$ cat src/rtl/muldiv_unit_if.sv
// Register-file facing bus of the iterative multiply/divide unit: operand and
// index inputs from the read ports, status and write-back outputs to the write port.
interface muldiv_unit_if #(
    parameter int DBITS = 32,
    parameter int ABITS = 4
);
    logic             start;
    logic [1:0]       op;
    logic [DBITS-1:0] srcA;
    logic [DBITS-1:0] srcB;
    logic [ABITS-1:0] dstInd;
    logic             busy;
    logic             wrtEn;
    logic [ABITS-1:0] wrtInd;
    logic [DBITS-1:0] dOut;

    modport master (
        output start, op, srcA, srcB, dstInd,
        input  busy, wrtEn, wrtInd, dOut
    );

    modport slave (
        input  start, op, srcA, srcB, dstInd,
        output busy, wrtEn, wrtInd, dOut
    );
endinterface

$ cat src/rtl/muldiv_unit.sv
// Iterative unsigned multiply/divide unit: one shift-add or restoring-divide
// step per cycle, followed by a single-cycle register-file write.
module muldiv_unit #(
    parameter int DBITS = 32,
    parameter int ABITS = 4
) (
    input  logic          clk,
    input  logic          reset,
    muldiv_unit_if.slave  bus
);
    localparam int CW = $clog2(DBITS) + 1;

    typedef enum logic [1:0] {
        IDLE = 2'b00,
        RUN  = 2'b01,
        WB   = 2'b10
    } state_t;

    state_t             state;
    state_t             state_next;
    logic [CW-1:0]      count;
    logic [1:0]         op_q;
    logic [DBITS-1:0]   opnd_q;
    logic [ABITS-1:0]   dst_q;
    logic [2*DBITS-1:0] acc;
    logic [2*DBITS-1:0] acc_step;
    logic [DBITS:0]     mul_sum;
    logic [DBITS:0]     rem_shift;
    logic [DBITS-1:0]   rem_sub;
    logic               rem_ge;
    logic [DBITS-1:0]   result;
    logic               busy_q;
    logic               wrt_en_q;
    logic [ABITS-1:0]   wrt_ind_q;
    logic [DBITS-1:0]   dout_q;

    always_ff @(posedge clk or posedge reset) begin
        if (reset) begin
            state <= IDLE;
        end else begin
            state <= state_next;
        end
    end

    always_comb begin
        state_next = state;
        case (state)
            IDLE:    if (bus.start) state_next = RUN;
            RUN:     if (count == CW'(1)) state_next = WB;
            WB:      state_next = IDLE;
            default: state_next = IDLE;
        endcase
    end

    // The 2*DBITS accumulator is {product high, multiplier} for multiplies and
    // {partial remainder, dividend/quotient} for divides, so both share one shifter.
    always_comb begin
        mul_sum   = {1'b0, acc[2*DBITS-1:DBITS]} + (acc[0] ? {1'b0, opnd_q} : {(DBITS+1){1'b0}});
        rem_shift = acc[2*DBITS-1:DBITS-1];
        rem_ge    = rem_shift >= {1'b0, opnd_q};
        rem_sub   = rem_shift[DBITS-1:0] - opnd_q;
        if (op_q[1]) begin
            acc_step = {(rem_ge ? rem_sub : rem_shift[DBITS-1:0]), acc[DBITS-2:0], rem_ge};
        end else begin
            acc_step = {mul_sum, acc[DBITS-1:1]};
        end
    end

    // op bit 0 selects the upper half: MULHU high product, REMU remainder.
    assign result = op_q[0] ? acc[2*DBITS-1:DBITS] : acc[DBITS-1:0];

    always_ff @(posedge clk or posedge reset) begin
        if (reset) begin
            op_q   <= '0;
            opnd_q <= '0;
            dst_q  <= '0;
            acc    <= '0;
            count  <= '0;
        end else begin
            case (state)
                IDLE: begin
                    if (bus.start) begin
                        op_q   <= bus.op;
                        opnd_q <= bus.op[1] ? bus.srcB : bus.srcA;
                        dst_q  <= bus.dstInd;
                        acc    <= {{DBITS{1'b0}}, (bus.op[1] ? bus.srcA : bus.srcB)};
                        count  <= CW'(DBITS);
                    end
                end
                RUN: begin
                    acc   <= acc_step;
                    count <= count - CW'(1);
                end
                default: begin
                end
            endcase
        end
    end

    // Outputs are registered one stage behind the state so reset clears them at once
    // and wrtInd/dOut keep the last written values between writes.
    always_ff @(posedge clk or posedge reset) begin
        if (reset) begin
            busy_q    <= 1'b0;
            wrt_en_q  <= 1'b0;
            wrt_ind_q <= '0;
            dout_q    <= '0;
        end else begin
            busy_q   <= (state != IDLE);
            wrt_en_q <= (state == WB);
            if (state == WB) begin
                wrt_ind_q <= dst_q;
                dout_q    <= result;
            end
        end
    end

    assign bus.busy   = busy_q;
    assign bus.wrtEn  = wrt_en_q;
    assign bus.wrtInd = wrt_ind_q;
    assign bus.dOut   = dout_q;
endmodule

$ cat src/flat_wrapper.sv
// flat-port wrapper written by rule: the top's interface ports become plain ports
module muldiv_unit_flat 
#(
    parameter int DBITS = 32,
    parameter int ABITS = 4
)
  (clk, reset, bus_start, bus_op, bus_srcA, bus_srcB, bus_dstInd, bus_busy, bus_wrtEn, bus_wrtInd, bus_dOut);
  muldiv_unit_if #(.DBITS(DBITS), .ABITS(ABITS)) bus_i ();
  input  logic clk;
  input  logic reset;
  input wire logic [$bits(bus_i.start)-1:0] bus_start;
  input wire logic [$bits(bus_i.op)-1:0] bus_op;
  input wire logic [$bits(bus_i.srcA)-1:0] bus_srcA;
  input wire logic [$bits(bus_i.srcB)-1:0] bus_srcB;
  input wire logic [$bits(bus_i.dstInd)-1:0] bus_dstInd;
  output wire logic [$bits(bus_i.busy)-1:0] bus_busy;
  output wire logic [$bits(bus_i.wrtEn)-1:0] bus_wrtEn;
  output wire logic [$bits(bus_i.wrtInd)-1:0] bus_wrtInd;
  output wire logic [$bits(bus_i.dOut)-1:0] bus_dOut;
  assign bus_i.start = bus_start;
  assign bus_i.op = bus_op;
  assign bus_i.srcA = bus_srcA;
  assign bus_i.srcB = bus_srcB;
  assign bus_i.dstInd = bus_dstInd;
  assign bus_busy = bus_i.busy;
  assign bus_wrtEn = bus_i.wrtEn;
  assign bus_wrtInd = bus_i.wrtInd;
  assign bus_dOut = bus_i.dOut;
  muldiv_unit #(.DBITS(DBITS), .ABITS(ABITS)) u_core (.clk(clk), .reset(reset), .bus(bus_i));
endmodule
$ cat config.mk
export PLATFORM = sky130hd
export DESIGN_NAME = muldiv_unit_flat
export DESIGN_NICKNAME = d
export VERILOG_FILES = /design/src/rtl/muldiv_unit_if.sv /design/src/rtl/muldiv_unit.sv /design/src/flat_wrapper.sv
export SDC_FILE = /design/constraint.sdc
export NUM_CORES = 1
export LEC_CHECK = 0
export BUFFER_PORTS_ARGS = -buffer_cell sky130_fd_sc_hd__clkbuf_2
export CAP_MARGIN = 15
export CORE_ASPECT_RATIO = 0.8
export CORE_MARGIN = 2
export CORE_UTILIZATION = 65
export DETAILED_ROUTE_END_ITERATION = 7
export PLACE_DENSITY = 0.87
export SYNTH_ARGS = -nofsm -noshare
export SYNTH_HDL_FRONTEND = slang
export SYNTH_SLANG_ARGS = --single-unit
$ cat constraint.sdc
create_clock -name clk -period 14.5 [get_ports clk]
set_input_delay 2.175 -clock clk [delete_from_list [all_inputs] [get_ports clk]]
set_output_delay 2.175 -clock clk [all_outputs]
set_load 0.03 [all_outputs]
==> flow_summary.ini <==
[routing]
drtIter0Drc = 1238
num_vias = 10300
drcViolationCount = 0
wl_per_cell_um = 20.3
viasPerCell = 6.58
postRouteAntennaNets = 0
wirelength_mm = 31.9
drtPass1Iterations = 7

[power_and_ir_drop]
ir_drop_v = 0.000192
seq_power_share = 0.243
comb_power_share = 0.633
power_mw = 3.61
p_int_mw = 1.80
p_leak_nw = 5.93
switching_share = 0.502
powerDensity_nw_per_um2 = 294
p_switching_mw = 1.81
p_clk_frac = 0.124

[cts]
cts-root-buf = clkbuf_16
numClockSinks = 148
cts_tree = yes
postCtsSetupRepairBufs = 0
postCtsResizedCells = 0
htree_levels = 4
cts_inserted_buffers = 17
cts_hold_buf = 0
ctsLongestPathBuffers = 2
clk_latency_ps = 430
cts.clk_slew.worst_paths_ps = 60

[synth]
synth_async_sr_flop_share = 1.00
yosysWarnings = 0
synth-edff-count = 0
syn_area_sq_um = 11100
yosysSeqAreaShare = 0.334
synthesis.nets = 1420
synth_top_area_frac = 0.334
syn_inst = 1279
synth_cell_types = 69
synthFlopType = dfrtp_1
ys_ff_latch = 148
yosysTopAreaCell = dfrtp_1
synth.area.top_cells = dfrtp_1, mux2i_1, ha_1
ys_top_cells_by_count = nand2_1, o21ai_0, dfrtp_1, mux2i_1, a21oi_1
avgSynthCellArea_sq_um = 8.68
yosysMostFrequentCell = nand2_1

[timing]
fin_crit_sh = 0.278
setup_tns_ps = 0
worstMarginPinSlew_ps = 1070
grt_setup_unrepaired = no
final.min_clock_period_ps = 4040
holdWs_ps = 470
slew_violations = 0
max_slew_margin = 0.284
fmax_ghz = 0.248
finalHoldViolCount = 0
setup_violations = 0
clock_skew_ps = 7.83

[critical_path]
required_ps = 14870
cp_data_arrival_time_ps = 4410
reg2reg_depth = 14
r2r-start = u_core.acc[0]$_DFFE_PP0P_
cp-end-kind = register
worst-setup-path-type = register to register
path_max_fanout = 35
critPathLaunchType = register
regToRegEndpoint = u_core.acc[63]$_DFFE_PP0P_
rrSetupSlack_ps = 10460

[job]
cap_violations = 0

[worst_hold_path]
hp-start = u_core.dst_q[0]$_DFFE_PP0P_
hold_end = u_core.bus.wrtInd[0]$_DFFE_PP0P_
min_path_cells = 2
min_path_type = register to register

[final_layout]
areaGrowthSynthToFinish_pct = 10.8
diodes = 0
final_layout_size_suffix_gt1_frac = 0.131
nNetsFinal = 1481

[die]
dieArea_sq_um = 18100
die_h_um = 121
initial_utilization = 0.668
coreArea_sq_um = 16600
die_w_um = 150
pin_count = 111
rows = 42

[placed_design]
hpwl_mm = 22.3
io_buffers = 110
gp_congestion = 0.955

[global_route]
grt_pass1_wl_mm = 50.2
overflow = 0
antenna_found_initial = 1
grtUsageTotal = 0.356
grt_pass1_vias = 9349
grt_max_degree = 84

[status]
status = finished clean
critical path, cell delays in order (launching register included):
cell and delay, ps:
dfrtp_1 930, and2_1 240, ha_1 180, inv_1 70, fa_1 390, nand2b_1 180, a211o_1 290, a21oi_1 180
a31oi_1 170, o21ai_1 320, a21oi_1 100, o21ai_0 350, a311oi_1 200, o21ai_0 210, a32o_1 180
per-layer routing:
layer  track usage  routed length, um  up-vias
met5             0                  0        -
met4        0.0849                626        0
met3         0.114               4410       77
met2         0.490              13200      652
met1         0.542              13600     4886
li1              -                  -     4734
state kept, by name (all words and copies together) (netlist names):
name	flops
u_core.bus.wrtEn	1
u_core.acc	64
u_core.count	6
u_core.dst_q	4
u_core.bus.dOut	32
u_core.bus.wrtInd	4
u_core.bus.busy	1
u_core.opnd_q	32
u_core.state	2
u_core.op_q	2
cells by family (layout without fill, tap and decap cells):
logic type,Yosys count,in the layout,share of synthesized area
simple gates,337,337,0.140
flops,148,148,0.334
fa+ha+maj,68,68,0.0780
xor+xnor,52,52,0.0410
mux,154,154,0.141
buf+inv,128,202,0.0458
compound gates,392,392,0.220
power groups by stage:
stage	Sequential [mW]	Clock (mW)	Combinational [mW]
after global placement	0.848	0	2.13
after floorplan	0.784	0	1.74
after detailed placement	0.856	0	2.20
after global routing	0.890	0.465	2.50
after CTS	0.855	0.446	2.23
final	0.878	0.448	2.29
how the worst max path moves through the flow:
| stage | slack (ps) | endpoint | start | cells past startpoint |
|---|---|---|---|---|
| 6_report | 10460 | u_core.acc[63]$_DFFE_PP0P_ | u_core.acc[0]$_DFFE_PP0P_ | 14 |
| 5_1_grt | 10110 | u_core.acc[63]$_DFFE_PP0P_ | u_core.acc[0]$_DFFE_PP0P_ | 14 |
| 4_1_cts | 10540 | u_core.acc[63]$_DFFE_PP0P_ | u_core.acc[0]$_DFFE_PP0P_ | 14 |
| 3_5_place_dp | 10570 | u_core.acc[63]$_DFFE_PP0P_ | u_core.acc[0]$_DFFE_PP0P_ | 14 |
| 3_3_place_gp | 10630 | u_core.op_q[1]$_DFFE_PP0P_ | reset | 3 |
| 2_1_floorplan | 8350 | u_core.acc[0]$_DFFE_PP0P_ | reset | 1 |
cells in the final DEF, fill, tap and decap left out, drive strengths merged, types with 6 or more instances in the layout:
master and n:
a22oi 11, a21o 30, clkbuf 128, nand4 16, o21ai 158, xnor2 31
nand2b 9, mux2i 148, o211ai 38, o21bai 6, o21a 11, a21oi 83
nand2 176, ha 66, nand3 14, nor3 10, xor2 21, clkinv 6
a31oi 7, nor2 48, inv 55, nor4 7, buf 9, mux2 6
dfrtp 148, and2 35
area by class of cell:
cell class | count | area [sq um]
clock buffer | 19 | 443
clock inverter | 13 | 150
fill | 1148 | 4310
inverter | 52 | 200
multi-input combinational | 1003 | 6890
sequential | 148 | 3710
tap | 220 | 275
timing repair buffer | 118 | 626
per-stage QoR:
| step | instance area, sq um | util | std cells | setup slack [ps] |
|---|---|---|---|---|
| final | 12300 | 0.740 | 1573 | 10460 |
| after global routing | 12300 | 0.740 | 1573 | 10110 |
| after CTS | 12300 | 0.739 | 1572 | 10540 |
| after detailed placement | 11700 | 0.703 | 1540 | 10570 |
| after global placement | 11700 | 0.703 | 1540 | 10630 |
| after floorplan | 11100 | - | 1279 | 8350 |
Power figures use the tool's default switching activity.
